## src/rtl/osiris_pkg.sv

```systemverilog
// rtl/osiris_pkg.sv - shared encodings and types for the Osiris I decode stage
package osiris_pkg;

    localparam logic [2:0] IMM_I = 3'b000;
    localparam logic [2:0] IMM_S = 3'b001;
    localparam logic [2:0] IMM_B = 3'b010;
    localparam logic [2:0] IMM_J = 3'b011;
    localparam logic [2:0] IMM_U = 3'b100;

    localparam logic [6:0] OPC_LUI    = 7'b0110111;
    localparam logic [6:0] OPC_AUIPC  = 7'b0010111;
    localparam logic [6:0] OPC_JAL    = 7'b1101111;
    localparam logic [6:0] OPC_JALR   = 7'b1100111;
    localparam logic [6:0] OPC_BRANCH = 7'b1100011;
    localparam logic [6:0] OPC_LOAD   = 7'b0000011;
    localparam logic [6:0] OPC_STORE  = 7'b0100011;
    localparam logic [6:0] OPC_OPIMM  = 7'b0010011;
    localparam logic [6:0] OPC_OP     = 7'b0110011;
    localparam logic [6:0] OPC_FENCE  = 7'b0001111;
    localparam logic [6:0] OPC_SYSTEM = 7'b1110011;

    localparam logic [1:0] RES_ALU = 2'b00;
    localparam logic [1:0] RES_MEM = 2'b01;
    localparam logic [1:0] RES_PC4 = 2'b10;

    typedef enum logic {
        ST_RUN  = 1'b0,
        ST_TRAP = 1'b1
    } state_t;

    typedef struct packed {
        logic       reg_write;
        logic       mem_write;
        logic       alu_src;
        logic       branch;
        logic       jump;
        logic       jalr;
        logic [1:0] result_src;
        logic       illegal;
    } ctrl_t;

endpackage

```

## src/rtl/main_decoder.sv

```systemverilog
// rtl/main_decoder.sv - combinational RV32I opcode decode into the control bundle
module main_decoder
    import osiris_pkg::*;
(
    input  logic [6:0] i_opcode,
    output ctrl_t      o_ctrl,
    output logic [2:0] o_imm_src
);

    always_comb begin
        o_ctrl    = '0;
        o_imm_src = IMM_I;
        // full 7-bit compare also rejects compressed encodings (opcode[1:0] != 11)
        case (i_opcode)
            OPC_LUI, OPC_AUIPC: begin
                o_imm_src        = IMM_U;
                o_ctrl.reg_write = 1'b1;
                o_ctrl.alu_src   = 1'b1;
            end
            OPC_JAL: begin
                o_imm_src         = IMM_J;
                o_ctrl.reg_write  = 1'b1;
                o_ctrl.jump       = 1'b1;
                o_ctrl.result_src = RES_PC4;
            end
            OPC_JALR: begin
                o_ctrl.reg_write  = 1'b1;
                o_ctrl.jalr       = 1'b1;
                o_ctrl.alu_src    = 1'b1;
                o_ctrl.result_src = RES_PC4;
            end
            OPC_BRANCH: begin
                o_imm_src     = IMM_B;
                o_ctrl.branch = 1'b1;
            end
            OPC_LOAD: begin
                o_ctrl.reg_write  = 1'b1;
                o_ctrl.alu_src    = 1'b1;
                o_ctrl.result_src = RES_MEM;
            end
            OPC_STORE: begin
                o_imm_src        = IMM_S;
                o_ctrl.mem_write = 1'b1;
                o_ctrl.alu_src   = 1'b1;
            end
            OPC_OPIMM: begin
                o_ctrl.reg_write = 1'b1;
                o_ctrl.alu_src   = 1'b1;
            end
            OPC_OP: begin
                o_ctrl.reg_write = 1'b1;
            end
            OPC_FENCE, OPC_SYSTEM: begin
            end
            default: begin
                o_ctrl.illegal = 1'b1;
            end
        endcase
    end

endmodule

```

## src/rtl/id_ctrl_unit.sv

```systemverilog
// rtl/id_ctrl_unit.sv - ID-stage controller: decode, ID/EX register, handshake and trap FSM
module id_ctrl_unit
    import osiris_pkg::*;
#(
    parameter int WIDTH  = 32,
    parameter int OFFSET = 7
) (
    input  logic                    i_clk,
    input  logic                    i_rst_n,
    input  logic [WIDTH-1:0]        i_instr_ID,
    input  logic                    i_valid_ID,
    output logic                    o_ready_ID,
    output logic [2:0]              o_imm_src_ID,
    output logic [WIDTH-OFFSET-1:0] o_imm_ID,
    input  logic                    i_ready_EX,
    input  logic                    i_flush_EX,
    input  logic                    i_trap_ack,
    output logic                    o_valid_EX,
    output logic                    o_reg_write_EX,
    output logic                    o_mem_write_EX,
    output logic                    o_alu_src_EX,
    output logic                    o_branch_EX,
    output logic                    o_jump_EX,
    output logic                    o_jalr_EX,
    output logic [1:0]              o_result_src_EX,
    output logic                    o_illegal_EX,
    output logic                    o_trap_pending
);

    ctrl_t  w_ctrl;
    ctrl_t  r_ctrl;
    logic   r_valid;
    state_t r_state;
    state_t w_state_next;
    logic   w_advance;
    logic   w_accept;

    main_decoder u_main_decoder (
        .i_opcode  (i_instr_ID[6:0]),
        .o_ctrl    (w_ctrl),
        .o_imm_src (o_imm_src_ID)
    );

    assign o_imm_ID = i_instr_ID[WIDTH-1:OFFSET];

    // ready depends only on registered state and i_ready_EX, never on i_valid_ID
    assign w_advance  = !r_valid || i_ready_EX;
    assign o_ready_ID = w_advance && (r_state == ST_RUN);
    assign w_accept   = i_valid_ID && o_ready_ID && !i_flush_EX;

    always_ff @(posedge i_clk) begin
        if (!i_rst_n) begin
            r_valid <= 1'b0;
            r_ctrl  <= '0;
        end else if (i_flush_EX) begin
            r_valid <= 1'b0;
            r_ctrl  <= '0;
        end else if (w_accept) begin
            r_valid <= 1'b1;
            r_ctrl  <= w_ctrl;
        end else if (w_advance) begin
            r_valid <= 1'b0;
            r_ctrl  <= '0;
        end
    end

    always_ff @(posedge i_clk) begin
        if (!i_rst_n) begin
            r_state <= ST_RUN;
        end else begin
            r_state <= w_state_next;
        end
    end

    always_comb begin
        w_state_next = r_state;
        case (r_state)
            ST_RUN: begin
                if (w_accept && w_ctrl.illegal) begin
                    w_state_next = ST_TRAP;
                end
            end
            ST_TRAP: begin
                if (i_trap_ack || i_flush_EX) begin
                    w_state_next = ST_RUN;
                end
            end
            default: w_state_next = ST_RUN;
        endcase
    end

    assign o_valid_EX      = r_valid;
    assign o_reg_write_EX  = r_ctrl.reg_write;
    assign o_mem_write_EX  = r_ctrl.mem_write;
    assign o_alu_src_EX    = r_ctrl.alu_src;
    assign o_branch_EX     = r_ctrl.branch;
    assign o_jump_EX       = r_ctrl.jump;
    assign o_jalr_EX       = r_ctrl.jalr;
    assign o_result_src_EX = r_ctrl.result_src;
    assign o_illegal_EX    = r_ctrl.illegal;
    assign o_trap_pending  = (r_state == ST_TRAP);

endmodule

```

## config.mk

```make
export PLATFORM = sky130hd
export DESIGN_NAME = id_ctrl_unit
export DESIGN_NICKNAME = d
export VERILOG_FILES = /design/src/rtl/osiris_pkg.sv /design/src/rtl/main_decoder.sv /design/src/rtl/id_ctrl_unit.sv
export SDC_FILE = /design/constraint.sdc
export NUM_CORES = 1
export LEC_CHECK = 0
export ABC_AREA = 1
export CORE_ASPECT_RATIO = 1.1
export CORE_MARGIN = 2
export CORE_UTILIZATION = 29
export DETAILED_ROUTE_END_ITERATION = 7
export PLACE_DENSITY = 0.89
export SYNTH_ARGS = -nofsm -noshare
export SYNTH_HDL_FRONTEND = slang
export SYNTH_SLANG_ARGS = --single-unit
```

## constraint.sdc

```tcl
create_clock -name i_clk -period 1.1 [get_ports i_clk]
set_input_delay 0.165 -clock i_clk [delete_from_list [all_inputs] [get_ports i_clk]]
set_output_delay 0.165 -clock i_clk [all_outputs]
set_load 0.005 [all_outputs]
```

==> summary.txt <==
Synth
  – Post-Syn Area: roughly 800 um^2
  – Post-synthesis sequential area ratio: between 20% and 30%
  – Seq cells post-synth: 11
  – Synth Net Count: 160
  – Avg Cell Area, Syn: about 6.6 um^2
  – Yosys warnings: 0
  – Yosys cell types: 19
  – Synthesized instance count: around 120

Final layout
  – Diode count: 0
  – Layout area overhead: 55.3%
  – Final Core Density: between 40% and 50%
  – Non-Filler Instances: roughly 190
  – Nets@finish: slightly below 200
  – Share of layout cells above drive strength 1: approximately three fifths

STA
  – Layout Skew: between 0.003 and 0.004 ns
  – Worst slew margin: a little under nine tenths
  – Fmax: approximately 800 MHz
  – Max Slew Vio Count: 0
  – Final WS setup: -0.142 ns
  – Hold Vio Cnt, Final: 0
  – Min cycle time layout: between 1 and 1.5 ns
  – RSZ-0062 raised after global routing: true
  – Worst-Margin Slew: 0.215 ns
  – Tcrit/Tclk final: 113%
  – Finish-stage setup viols: 12

Global routing
  – Largest net degree at the start of global routing: 10
  – Antenna violations before repair: 0
  – Global-route wire length before repair: about 3300 um
  – Vias in the first global route: 837
  – Grt ovf: 0
  – Global Route Usage Sum: between 10% and 20%

Critical path
  – Critical path capture point type: primary output
  – Critical Path RT: 0.94 ns
  – WS Path Type: reg2out
  – Worst Path Arrival: ~1.1 ns
  – Worst Path Max Fanout: 2
  – Startpoint Class: flop

Clocking
  – Clock tree buffer depth: 2
  – CTS sink count: 11
  – Num CTS Buffers: 3
  – TritonCTS clock tree: yes
  – Clk root buf: clkbuf_4
  – H-tree depth: 1
  – Clock transition at path regs: around 0.070 ns
  – Clk_lat worst skew: ~0.27 ns

Floorplan
  – Initial Util: about 30%
  – Core area: 2700 um^2
  – I/O pins: 78
  – Die Y: approximately 59 um
  – DIE WIDTH: between 50 and 60 um
  – Row cnt: 20
  – Die area: around 3200 um^2

Power
  – Peak VDD IR: about 0.00033 V
  – Total power: 0.000896 W
  – Power Density: just over 700 nW/um^2
  – Leak: around 0.63 nW

Placed design
  – Routability Congestion: slightly above 0.7
  – Placed Cells: ~170
  – Post-Place Worst Slack: -0.734 ns
  – DP HPWL: roughly 1400 um
  – Port Buffers: 27

Detailed routing
  – Routed wire length per instance: 12.0 um
  – Via count: roughly 840
  – DRC: 0
  – DR vias/cell: 4.48
  – DR pass1 iterations: 4
  – Iter 0 DRT Violations: 14
  – Antenna-violating nets left: 0
  – Routed WL: around 2200 um

Outcome
  – Outcome: complete, but fails checks
  – Failing checks: negative setup slack

Run
  – Maxcap violations: 0

Min path
  – Hold Crit Class: in2out
[logic make-up (layout without fill, tap and decap cells)]
kind of cell	after synthesis	count (layout)	share of synthesized area, %
buffers and inverters	43	75	31.8
and+or+nand+nor	56	56	32.9
AOI/OAI and AO/OA	12	12	7.94
DFF	11	11	27.4
[path summary, 6_finish.rpt]
path / start / end / slack, ns / depth (start not counted)
hold / removal: i_instr_ID[21] / o_imm_ID[14] / 0.33 / 0
hold reg to reg: o_result_src_EX[0] / o_result_src_EX[0] / 0.48 / 2
setup / recovery: o_valid_EX / o_ready_ID / -0.14 / 5
setup reg to reg: o_valid_EX / o_illegal_EX / -0.09 / 7
[routing by layer]
layer / vias to the layer above / routed length [um] / share of wire (%) / global-route usage (%)
met1: 400 / 825 / 37 / 13.8
met5: - / 0 / 0 / 0
met3: 4 / 92 / 4.1 / 1.77
li1: 413 / - / - / -
met4: 0 / 18 / 0.80 / 5.71
met2: 21 / 1300 / 58 / 26.2
[cells in the final DEF, fill, tap and decap left out, types with 2 or more instances in the layout]
cell	synthesis	final
a21oi_1	10	3
a21oi_2	1	8
buf_2	0	6
buf_4	25	28
buf_6	0	2
clkbuf_4	0	3
clkdlybuf4s50_1	0	5
dfxtp_1	11	5
dfxtp_2	0	6
dlygate4sd2_1	0	12
inv_1	13	10
inv_2	3	4
inv_4	0	2
nand2_1	22	15
nand2_2	6	10
nand2_4	0	3
nor2_1	17	9
nor2_2	3	9
nor2_4	1	3
[flip-flops by register name, indices dropped and copies added, names as in the netlist]
register and cells:
o_alu_src_EX 1, o_branch_EX 1, o_illegal_EX 1, o_jalr_EX 1, o_jump_EX 1, o_mem_write_EX 1
o_reg_write_EX 1, o_result_src_EX 2, o_trap_pending 1, o_valid_EX 1
[repair_timing]
item | 4_1_cts | 5_1_grt
setup endpoints to repair | 26 | 14
hold endpoints to repair | 0 | 0
resized for setup | 88 | 17
buffers inserted | 8 | 3
pin swaps | 11 | 8
hold buffers | 0 | 0
[per-stage QoR]
step                TNS, ns  instance area [um^2]  hold slack, ns
global route          -1.39                  1250           0.330
detailed placement    -6.70                  1050           0.330
CTS                  -0.610                  1170           0.330
global placement      -6.30                  1050           0.330
floorplan                 0                   803           0.297
finish               -0.837                  1250           0.330
[synthesized netlist by cell type, drive strengths merged]
| library cell | instances | area [um^2] |
|---|---|---|
| clkinv | 2 | 7.51 |
| nor2 | 21 | 93.8 |
| a21oi | 11 | 58.8 |
| buf | 25 | 188 |
| nor3 | 1 | 5.00 |
| or2 | 1 | 6.26 |
| nand4 | 2 | 18.8 |
| dfxtp | 11 | 220 |
| nand2 | 28 | 120 |
| o21ai | 1 | 5.00 |
| inv | 16 | 60.1 |
| nand3 | 3 | 20.0 |
[critical path, cell delays in order (launching register included)]
cell and delay, ns:
dfxtp_2 0.33, inv_2 0.03, or2_4 0.23, clkinv_2 0.06
nor2_1 0.04, buf_2 0.12
[where the power goes]
part / internal [W] / leakage (nW) / switching [W]
clock network: 0.000140 / 0.0150 / 0.000139
logic: 0.000103 / 0.523 / 0.000109
registers: 0.000403 / 0.0918 / 0.00000206
[cell type report]
cell class | instances | area, um^2
fill | 271 | 1460
multi-input combinational | 68 | 455
timing repair buffer | 53 | 418
sequential | 11 | 228
inverter | 18 | 78.8
tap | 33 | 41.3
clock buffer | 4 | 26.3
No activity file was read; power rests on OpenSTA's default activity.
